File: config.mk
export PLATFORM = sky130hd
export DESIGN_NAME = vend_txn_fsm_flat
export DESIGN_NICKNAME = d
export VERILOG_FILES = /design/src/rtl/vend_pkg.sv /design/src/rtl/vend_txn_fsm_if.sv /design/src/rtl/vend_price_table.sv /design/src/rtl/vend_txn_fsm.sv /design/src/flat_wrapper.sv
export SDC_FILE = /design/constraint.sdc
export NUM_CORES = 1
export LEC_CHECK = 0
export ABC_CLOCK_PERIOD_IN_PS = 5030
export CAP_MARGIN = 20
export CORE_MARGIN = 3
export CORE_UTILIZATION = 30
export DETAILED_ROUTE_END_ITERATION = 10
export PLACE_DENSITY = 0.47
export SYNTH_ARGS = -nofsm -noshare
export SYNTH_HDL_FRONTEND = slang
export SYNTH_HIERARCHICAL = 1
export SYNTH_SLANG_ARGS = --single-unit
File: constraint.sdc
create_clock -name clk_dst -period 5.03 [get_ports clk_dst]
set_input_delay 0.7545 -clock clk_dst [delete_from_list [all_inputs] [get_ports clk_dst]]
set_output_delay 0.7545 -clock clk_dst [all_outputs]
set_load 0.1 [all_outputs]
File: src/rtl/vend_pkg.sv
// Shared types and widths for the vending transaction controller.
// Optional auto-refund timeout is enabled by defining VEND_TIMEOUT_EN.
package vend_pkg;

    localparam int ITEM_W       = 10;
    localparam int COIN_W       = 8;
    localparam int PRICE_W      = 8;
    localparam int CREDIT_W_DEF = 12;

    typedef enum logic [2:0] {
        ST_IDLE     = 3'd0,
        ST_COLLECT  = 3'd1,
        ST_LOOKUP   = 3'd2,
        ST_CHECK    = 3'd3,
        ST_DISPENSE = 3'd4,
        ST_CHANGE   = 3'd5
    } state_t;

    // States in which new coins, selections and cancels are serviced.
    function automatic logic is_open(input state_t s);
        return (s == ST_IDLE) || (s == ST_COLLECT);
    endfunction

endpackage

File: src/rtl/vend_txn_fsm_if.sv
// Bundle of request, configuration, handshake and status signals around vend_txn_fsm.
// master = upstream/output-stage side, slave = the transaction controller.
interface vend_txn_fsm_if
    import vend_pkg::*;
#(
    parameter int CREDIT_W = CREDIT_W_DEF
);

    logic                currency_valid;
    logic [COIN_W-1:0]   currency_value;
    logic                item_valid;
    logic [ITEM_W-1:0]   item_select;
    logic                cancel_req;
    logic                cfg_we;
    logic [ITEM_W-1:0]   cfg_addr;
    logic [PRICE_W-1:0]  cfg_price;
    logic                dispense_valid;
    logic [ITEM_W-1:0]   dispense_item;
    logic                dispense_ready;
    logic                change_valid;
    logic [CREDIT_W-1:0] change_amount;
    logic                change_ready;
    logic [CREDIT_W-1:0] credit;
    logic                busy;
    logic                coin_reject;
    logic                err_invalid;
    logic                err_insufficient;
    logic                timeout_evt;

    modport master (
        output currency_valid, currency_value, item_valid, item_select, cancel_req,
               cfg_we, cfg_addr, cfg_price, dispense_ready, change_ready,
        input  dispense_valid, dispense_item, change_valid, change_amount,
               credit, busy, coin_reject, err_invalid, err_insufficient, timeout_evt
    );

    modport slave (
        input  currency_valid, currency_value, item_valid, item_select, cancel_req,
               cfg_we, cfg_addr, cfg_price, dispense_ready, change_ready,
        output dispense_valid, dispense_item, change_valid, change_amount,
               credit, busy, coin_reject, err_invalid, err_insufficient, timeout_evt
    );

endinterface

File: src/rtl/vend_price_table.sv
// Programmable price table: one write port, one registered read port.
// A read and a write to the same entry in one cycle return the old price.
module vend_price_table
    import vend_pkg::*;
#(
    parameter int NUM_ITEMS = 16
) (
    input  logic               clk_dst,
    input  logic               rstn,
    input  logic               wr_en,
    input  logic [ITEM_W-1:0]  wr_addr,
    input  logic [PRICE_W-1:0] wr_price,
    input  logic               rd_en,
    input  logic [ITEM_W-1:0]  rd_addr,
    output logic [PRICE_W-1:0] rd_price
);

    localparam int AW = (NUM_ITEMS > 1) ? $clog2(NUM_ITEMS) : 1;

    logic [PRICE_W-1:0] mem [NUM_ITEMS];
    logic               wr_hit;
    logic               rd_hit;

    assign wr_hit = wr_en && (wr_addr < ITEM_W'(NUM_ITEMS));
    assign rd_hit = rd_en && (rd_addr < ITEM_W'(NUM_ITEMS));

    always_ff @(posedge clk_dst or negedge rstn) begin
        if (!rstn) begin
            // NOTE: the table is small flops, not a RAM macro, so it can and must reset: price 0 means unavailable.
            for (int i = 0; i < NUM_ITEMS; i++) begin
                mem[i] <= '0;
            end
            rd_price <= '0;
        end else begin
            if (wr_hit) begin
                mem[wr_addr[AW-1:0]] <= wr_price;
            end
            if (rd_hit) begin
                rd_price <= mem[rd_addr[AW-1:0]];
            end
        end
    end

endmodule

File: src/rtl/vend_txn_fsm.sv
// Vending transaction controller: credit accumulation, price check, dispense and change handshakes.
// Define VEND_TIMEOUT_EN to add the COLLECT-state auto-refund timer.
module vend_txn_fsm
    import vend_pkg::*;
#(
    parameter int NUM_ITEMS      = 16,
    parameter int CREDIT_W       = CREDIT_W_DEF,
    parameter int CREDIT_MAX     = 2000,
    parameter int TIMEOUT_CYCLES = 50000
) (
    input logic           clk_dst,
    input logic           rstn,
    vend_txn_fsm_if.slave bus
);

    localparam int SUM_W = CREDIT_W + 1;

    if (TIMEOUT_CYCLES < 1 || CREDIT_MAX >= (1 << CREDIT_W) || NUM_ITEMS < 1) begin : g_param_check
        $error("vend_txn_fsm: inconsistent parameters");
    end

    state_t              state_q, state_d;
    state_t              rest_state;
    logic [CREDIT_W-1:0] credit_q, credit_d;
    logic [ITEM_W-1:0]   item_q, item_d;
    logic [PRICE_W-1:0]  price;
    logic [CREDIT_W-1:0] price_ext;
    logic [SUM_W-1:0]    coin_sum;
    logic                coin_fits;
    logic                coin_accept;
    logic                item_in_range;
    logic                timeout_hit;
    logic                coin_reject_d, err_invalid_d, err_insuf_d, timeout_d;
    logic                coin_reject_q, err_invalid_q, err_insuf_q, timeout_q;

    assign coin_sum      = {1'b0, credit_q} + SUM_W'(bus.currency_value);
    assign coin_fits     = coin_sum <= SUM_W'(CREDIT_MAX);
    assign item_in_range = bus.item_select < ITEM_W'(NUM_ITEMS);
    assign price_ext     = CREDIT_W'(price);
    assign rest_state    = (credit_q != '0) ? ST_COLLECT : ST_IDLE;

    vend_price_table #(
        .NUM_ITEMS (NUM_ITEMS)
    ) u_price_table (
        .clk_dst  (clk_dst),
        .rstn     (rstn),
        .wr_en    (bus.cfg_we),
        .wr_addr  (bus.cfg_addr),
        .wr_price (bus.cfg_price),
        .rd_en    (state_q == ST_LOOKUP),
        .rd_addr  (item_q),
        .rd_price (price)
    );

    always_comb begin
        // NOTE: every output of this block gets a default first, so no path can leave a latch behind.
        state_d       = state_q;
        credit_d      = credit_q;
        item_d        = item_q;
        coin_accept   = 1'b0;
        err_invalid_d = 1'b0;
        err_insuf_d   = 1'b0;
        timeout_d     = 1'b0;

        unique case (state_q)
            ST_IDLE, ST_COLLECT: begin
                if (bus.cancel_req && state_q == ST_COLLECT) begin
                    state_d = ST_CHANGE;
                end else if (bus.item_valid) begin
                    if (item_in_range) begin
                        item_d  = bus.item_select;
                        state_d = ST_LOOKUP;
                    end else begin
                        err_invalid_d = 1'b1;
                    end
                end else if (bus.currency_valid) begin
                    if (coin_fits) begin
                        coin_accept = 1'b1;
                        credit_d    = coin_sum[CREDIT_W-1:0];
                        state_d     = ST_COLLECT;
                    end
                end else if (timeout_hit) begin
                    timeout_d = 1'b1;
                    state_d   = ST_CHANGE;
                end
            end
            ST_LOOKUP: state_d = ST_CHECK;
            ST_CHECK: begin
                if (price == '0) begin
                    err_invalid_d = 1'b1;
                    state_d       = rest_state;
                end else if (credit_q < price_ext) begin
                    err_insuf_d = 1'b1;
                    state_d     = rest_state;
                end else begin
                    credit_d = credit_q - price_ext;
                    state_d  = ST_DISPENSE;
                end
            end
            ST_DISPENSE: begin
                if (bus.dispense_ready) begin
                    state_d = rest_state == ST_COLLECT ? ST_CHANGE : ST_IDLE;
                end
            end
            ST_CHANGE: begin
                if (bus.change_ready) begin
                    credit_d = '0;
                    state_d  = ST_IDLE;
                end
            end
            default: state_d = ST_IDLE;
        endcase

        // Covers busy states, over-ceiling coins and coins losing to cancel/item.
        coin_reject_d = bus.currency_valid && !coin_accept;
    end

`ifdef VEND_TIMEOUT_EN
    localparam int TO_W = $clog2(TIMEOUT_CYCLES + 1);

    logic [TO_W-1:0] to_cnt_q;

    assign timeout_hit = (state_q == ST_COLLECT) && (to_cnt_q == TO_W'(TIMEOUT_CYCLES - 1));

    always_ff @(posedge clk_dst or negedge rstn) begin
        if (!rstn) begin
            to_cnt_q <= '0;
        end else if (state_q != ST_COLLECT || state_d != ST_COLLECT || coin_accept) begin
            to_cnt_q <= '0;
        end else begin
            to_cnt_q <= to_cnt_q + 1'b1;
        end
    end
`else
    assign timeout_hit = 1'b0;
`endif

    always_ff @(posedge clk_dst or negedge rstn) begin
        if (!rstn) begin
            state_q       <= ST_IDLE;
            credit_q      <= '0;
            item_q        <= '0;
            coin_reject_q <= 1'b0;
            err_invalid_q <= 1'b0;
            err_insuf_q   <= 1'b0;
            timeout_q     <= 1'b0;
        end else begin
            // NOTE: non-blocking assignments so every register samples the pre-edge values.
            state_q       <= state_d;
            credit_q      <= credit_d;
            item_q        <= item_d;
            coin_reject_q <= coin_reject_d;
            err_invalid_q <= err_invalid_d;
            err_insuf_q   <= err_insuf_d;
            timeout_q     <= timeout_d;
        end
    end

    assign bus.dispense_valid   = (state_q == ST_DISPENSE);
    assign bus.dispense_item    = bus.dispense_valid ? item_q : '0;
    assign bus.change_valid     = (state_q == ST_CHANGE);
    assign bus.change_amount    = bus.change_valid ? credit_q : '0;
    assign bus.credit           = credit_q;
    assign bus.busy             = !is_open(state_q);
    assign bus.coin_reject      = coin_reject_q;
    assign bus.err_invalid      = err_invalid_q;
    assign bus.err_insufficient = err_insuf_q;
    assign bus.timeout_evt      = timeout_q;

endmodule

File: src/flat_wrapper.sv
// flat-port wrapper written by rule: the top's interface ports become plain ports
module vend_txn_fsm_flat import vend_pkg::*;
#(
    parameter int NUM_ITEMS      = 16,
    parameter int CREDIT_W       = CREDIT_W_DEF,
    parameter int CREDIT_MAX     = 2000,
    parameter int TIMEOUT_CYCLES = 50000
)
  (clk_dst, rstn, bus_currency_valid, bus_currency_value, bus_item_valid, bus_item_select, bus_cancel_req, bus_cfg_we, bus_cfg_addr, bus_cfg_price, bus_dispense_ready, bus_change_ready, bus_dispense_valid, bus_dispense_item, bus_change_valid, bus_change_amount, bus_credit, bus_busy, bus_coin_reject, bus_err_invalid, bus_err_insufficient, bus_timeout_evt);
  vend_txn_fsm_if #(.CREDIT_W(CREDIT_W)) bus_i ();
  input logic clk_dst;
  input logic rstn;
  input wire logic [$bits(bus_i.currency_valid)-1:0] bus_currency_valid;
  input wire logic [$bits(bus_i.currency_value)-1:0] bus_currency_value;
  input wire logic [$bits(bus_i.item_valid)-1:0] bus_item_valid;
  input wire logic [$bits(bus_i.item_select)-1:0] bus_item_select;
  input wire logic [$bits(bus_i.cancel_req)-1:0] bus_cancel_req;
  input wire logic [$bits(bus_i.cfg_we)-1:0] bus_cfg_we;
  input wire logic [$bits(bus_i.cfg_addr)-1:0] bus_cfg_addr;
  input wire logic [$bits(bus_i.cfg_price)-1:0] bus_cfg_price;
  input wire logic [$bits(bus_i.dispense_ready)-1:0] bus_dispense_ready;
  input wire logic [$bits(bus_i.change_ready)-1:0] bus_change_ready;
  output wire logic [$bits(bus_i.dispense_valid)-1:0] bus_dispense_valid;
  output wire logic [$bits(bus_i.dispense_item)-1:0] bus_dispense_item;
  output wire logic [$bits(bus_i.change_valid)-1:0] bus_change_valid;
  output wire logic [$bits(bus_i.change_amount)-1:0] bus_change_amount;
  output wire logic [$bits(bus_i.credit)-1:0] bus_credit;
  output wire logic [$bits(bus_i.busy)-1:0] bus_busy;
  output wire logic [$bits(bus_i.coin_reject)-1:0] bus_coin_reject;
  output wire logic [$bits(bus_i.err_invalid)-1:0] bus_err_invalid;
  output wire logic [$bits(bus_i.err_insufficient)-1:0] bus_err_insufficient;
  output wire logic [$bits(bus_i.timeout_evt)-1:0] bus_timeout_evt;
  assign bus_i.currency_valid = bus_currency_valid;
  assign bus_i.currency_value = bus_currency_value;
  assign bus_i.item_valid = bus_item_valid;
  assign bus_i.item_select = bus_item_select;
  assign bus_i.cancel_req = bus_cancel_req;
  assign bus_i.cfg_we = bus_cfg_we;
  assign bus_i.cfg_addr = bus_cfg_addr;
  assign bus_i.cfg_price = bus_cfg_price;
  assign bus_i.dispense_ready = bus_dispense_ready;
  assign bus_i.change_ready = bus_change_ready;
  assign bus_dispense_valid = bus_i.dispense_valid;
  assign bus_dispense_item = bus_i.dispense_item;
  assign bus_change_valid = bus_i.change_valid;
  assign bus_change_amount = bus_i.change_amount;
  assign bus_credit = bus_i.credit;
  assign bus_busy = bus_i.busy;
  assign bus_coin_reject = bus_i.coin_reject;
  assign bus_err_invalid = bus_i.err_invalid;
  assign bus_err_insufficient = bus_i.err_insufficient;
  assign bus_timeout_evt = bus_i.timeout_evt;
  vend_txn_fsm #(.NUM_ITEMS(NUM_ITEMS), .CREDIT_W(CREDIT_W), .CREDIT_MAX(CREDIT_MAX), .TIMEOUT_CYCLES(TIMEOUT_CYCLES)) u_core (.clk_dst(clk_dst), .rstn(rstn), .bus(bus_i));
endmodule
==> qor.log <==
[cts] clock root cell sky130_fd_sc_hd__clkbuf_16
[worst_setup_path] ordered cell list for the critical path clkdlybuf4s50_1 -> ha_1 -> inv_1 -> fa_1 -> nand2b_1 -> a21oi_1 -> xnor2_1 -> o21ai_0 -> a2111o_1 -> o211ai_4 -> mux2_2
[synth] post-synth net total 750
[timing] worst-margin pin slew 0.9939 ns
[grt] largest net degree at the start of global routing 66
[synth] most common flop cell mapped by yosys sky130_fd_sc_hd__dfrtp_1
[timing] maximum frequency from static timing analysis 0.2716 GHz
[cts] CTS Buffer Depth 2
[cts] clock slew at the register clock pins of the worst setup and hold paths 0.07 ns
[routing] count of unresolved DRC violations after routing 0
[synth] Post-synth EDFFs 0
[worst_setup_path] worst endpoint required time 5.34 ns
[cts] # H-tree levels 4
[placed_design] cell area after placement 10040 um^2
[floorplanning] die height 178.4 um
[worst_setup_path] kind of end point of the critical path register
[power] power density normalized to cell area 486.2 nW/um^2
[synth] area fraction in and, or, nand and nor cells after synthesis 10.19%
[worst_setup_path] biggest fanout along the worst timing path 22
[synth] number of synthesized register bits 164
[run_status] run status completed
[grt] wire length of the first global-routing pass 35600 um
[power] VDD IR max 0.0002333 V
[synth] syn avg cell area 12.96 um^2
[cts] Gates resized, CTS repair 0
[placed_design] total half-perimeter wirelength after legalization and detailed placement 15660 um
[placed_design] last weighted congestion value of the routability-driven placer 0.7793
[worst_setup_path] Critical Setup Path Class in -> reg
[grt] remaining global-route overflow 0
[power] standby leakage power 4.762 nW
[grt] initial antenna violation count 0
[synth] share of the synthesized area in compound gates (AO/OA/AOI/OAI) 8.815%
[final_layout] fraction of layout cells with a size suffix above 1 31.86%
[timing] Setup WS post-layout 1.348 ns
[worst_setup_path] crit-path max cell delay 0.55 ns
[timing] minimum clock period 3.682 ns
[synth] Async SR Flop Fraction 100.0%
[synth] Ys Warns 6
[timing] Total Negative Setup Slacks 0 ns
[synth] top cells by area, synth sky130_fd_sc_hd__dfrtp_1 (46%), sky130_fd_sc_hd__mux2_2 (18%), sky130_fd_sc_hd__mux4_2 (8.1%), sky130_fd_sc_hd__ha_1 (2.2%), sky130_fd_sc_hd__nand3_4 (2.0%)
[final_layout] Total Nets Final 818
[final_layout] count of antenna diodes in the layout 0
[synth] synthesized-area fraction occupied by xor and xnor cells 1.263%
[routing] final routed wire length divided by cell count 19.51 um
[worst_setup_path] Data arrival, critical path 3.99 ns
[placed_design] number of instances in the placed design 1121
[worst_setup_path] count of buffer and inverter cells on the critical path 2
[routing] Final ANT Viol Nets 0
[floorplanning] core area 29010 um^2
[final_layout] final instance area 10630 um^2
[cts] number of buffers inserted by hold repair at cts 0
[timing] ratio of final minimum period to clock period 73.20%
[floorplanning] die boundary width 178.4 um
[final_layout] layout overhead on the synthesized area 19.22%
[routing] count of vias placed by the detailed router 5862
[floorplanning] die outline area 31820 um^2
[synth] part of the Yosys area used for sequential elements 46.04%
[placed_design] Worst Setup Slack post-DPL 0.9442 ns
[cts] clock insertion delay at the later pin of the skew report 0.43 ns
[routing] number of detailed-route iterations in the first pass 4
[synth] post-synth cell types 75
[worst_setup_path] cell type of the slowest stage on the worst timing path sky130_fd_sc_hd__o211ai_4
[synth] Netlist Area Pre-Place 8914 um^2
[worst_setup_path] kind of cell with the highest combined delay on the critical path compound AO/OA/AOI/OAI gates
[timing] hold violation count in the final report 0
[cts] cts bufs inserted 17
[synth] share of the synthesized area in the top cell type 46.04%
[routing] detailed-route vias per instance 5.084
[synth] synthesized-area fraction occupied by adder cells 2.695%
[synth] multiplexer area fraction after synthesis 27.22%
[grt] GRT Total Usage 14.50%
[timing] headroom to the max-slew limit 33.53%
[cts] clock tree from TritonCTS done
[timing] setup repair after global routing missed its margin false
[final_layout] non-filler cells, final 1153
[job] # Max-Cap Violations 0
[routing] Detailed Route WL 22500 um
[synth] gate count after technology mapping 688
[synth] cell taking the most area after synthesis sky130_fd_sc_hd__dfrtp_1
[routing] starting DRC count in detailed routing 449
[floorplanning] FP Rows 62
[floorplanning] number of primary I/O pins 85
[timing] final clock skew 0.02038 ns
[worst_hold_path] Hold/Removal Path Class in -> async
[cts] clk sinks 164
[final_layout] final core utilization 36.63%
[cts] buffer count from post-CTS setup fixing 0
[floorplanning] initial standard-cell utilization of the core 30.72%
[timing] max-slew violation count 0
[synth] combinational family with the most area after synthesis multiplexers
[grt] number of global-route vias before repair 6146
[worst_setup_path] startpoint class of the critical path primary input
[final_layout] total of fill cells in the finished design 2869
[timing] Setup-failing EPs final 0
[placed_design] IO Port Bufs 83
flip-flops by register name (all words and copies together) (netlist names):
signal / count
u_core/bus.err_invalid: 1
u_core/item_q: 10
u_core/u_price_table/mem: 128
u_core/bus.credit: 12
u_core/bus.coin_reject: 1
u_core/state_q: 3
u_core/u_price_table/rd_price: 8
u_core/bus.err_insufficient: 1
path summary, 6_finish.rpt:
check / start / end / slack (ns) / cells past startpoint
setup / recovery: bus_currency_value[0] / u_core/bus.credit[6]$_DFFE_PN0P_ / 1.35 / 11
hold / removal: rstn / u_core/item_q[1]$_DFFE_PN0P_ / 0.28 / 1
setup reg to reg: u_core/bus.credit[0]$_DFFE_PN0P_ / u_core/bus.credit[6]$_DFFE_PN0P_ / 1.64 / 10
hold reg to reg: u_core/u_price_table/mem[67]$_DFFE_PN0P_ / u_core/u_price_table/mem[67]$_DFFE_PN0P_ / 0.50 / 1
max in group asynchronous: rstn / u_core/u_price_table/mem[90]$_DFFE_PN0P_ / 3.49 / 2
min in group clk_dst: u_core/u_price_table/mem[67]$_DFFE_PN0P_ / u_core/u_price_table/mem[67]$_DFFE_PN0P_ / 0.50 / 1
report_power, final:
group	leakage (nW)	switching, W	internal (W)
Sequential	2.26	0.000184	0.00142
Clock	0.278	0.000552	0.000751
Combinational	2.23	0.00154	0.000724
Total	4.76	0.00227	0.00289
routing by layer:
metal / part of all wire, % / global-route usage (%)
met5: 0 / 0
met1: 47 / 19.77
met4: 0.77 / 2.662
met2: 49 / 24.23
met3: 3.4 / 2.810
cell usage after synthesis, types with 3 or more instances:
cell type                       count
sky130_fd_sc_hd__o22ai_1            3
sky130_fd_sc_hd__o211ai_1           4
sky130_fd_sc_hd__a31oi_1            5
sky130_fd_sc_hd__a21oi_1           17
sky130_fd_sc_hd__nand3_4           10
sky130_fd_sc_hd__o31ai_1            4
sky130_fd_sc_hd__and2_1             9
sky130_fd_sc_hd__nand3_1            4
sky130_fd_sc_hd__xnor2_1            6
sky130_fd_sc_hd__nor2b_1           10
sky130_fd_sc_hd__mux4_2            32
sky130_fd_sc_hd__nor2_1            24
sky130_fd_sc_hd__nor4_1             5
sky130_fd_sc_hd__mux2_2           139
sky130_fd_sc_hd__and3_1            21
sky130_fd_sc_hd__xor2_1             5
sky130_fd_sc_hd__a21o_1             3
sky130_fd_sc_hd__o21ai_0           22
sky130_fd_sc_hd__clkbuf_1          20
sky130_fd_sc_hd__ha_1              16
sky130_fd_sc_hd__buf_2              4
sky130_fd_sc_hd__mux2i_1           14
sky130_fd_sc_hd__a211o_1            4
sky130_fd_sc_hd__a22o_1             5
sky130_fd_sc_hd__nor3_1             3
sky130_fd_sc_hd__nand3_2            3
sky130_fd_sc_hd__o31a_1             4
sky130_fd_sc_hd__nand2_1           26
sky130_fd_sc_hd__buf_1              3
sky130_fd_sc_hd__inv_1             24
sky130_fd_sc_hd__nand4_2            4
sky130_fd_sc_hd__nand3b_1           3
sky130_fd_sc_hd__dfrtp_1          164
sky130_fd_sc_hd__o21ai_1            6
sky130_fd_sc_hd__dlygate4sd1_1      8
sky130_fd_sc_hd__o22a_1             3
cells in the final DEF, fill, tap and decap left out, types with 17 or more instances in the layout:
cell type	synthesis	final
sky130_fd_sc_hd__clkdlybuf4s50_1	0	82
sky130_fd_sc_hd__nor2_1	24	24
sky130_fd_sc_hd__dfrtp_1	164	163
sky130_fd_sc_hd__mux4_2	32	32
sky130_fd_sc_hd__nand2_1	26	26
sky130_fd_sc_hd__mux2_2	139	139
sky130_fd_sc_hd__o21ai_0	22	22
sky130_fd_sc_hd__and3_1	21	21
sky130_fd_sc_hd__a21oi_1	17	17
sky130_fd_sc_hd__clkbuf_16	0	17
sky130_fd_sc_hd__inv_1	24	24
layout make-up:
type | instances | area, um^2 | area share [%]
flip-flops and latches | 164 | 4105 | 38.63
multi-input cells | 459 | 4477 | 42.13
clock inverters | 13 | 146.4 | 1.378
well taps | 384 | 480.5 | 4.521
repair buffers | 90 | 884.6 | 8.325
inverters | 24 | 90.09 | 0.8478
clock buffers | 19 | 442.9 | 4.168
stage by stage:
stage / total power, W / hold slack, ns
3_5_place_dp: 0.003891 / 0.4895
2_1_floorplan: 0.003306 / 0.4589
6_report: 0.005166 / 0.2797
5_1_grt: 0.005479 / 0.3076
4_1_cts: 0.005217 / 0.2945
3_3_place_gp: 0.003869 / 0.4816
kinds of logic after synthesis:
| logic type | count (synthesis) |
|---|---|
| AO/OA/AOI/OAI | 107 |
| XOR/XNOR | 12 |
| adder cells (fa/ha/maj) | 18 |
| buffers and inverters | 65 |
| flip-flops | 164 |
| multiplexers | 185 |
| other | 1 |
| AND/OR/NAND/NOR | 136 |
Note: power is estimated with default switching activity, not from simulation.
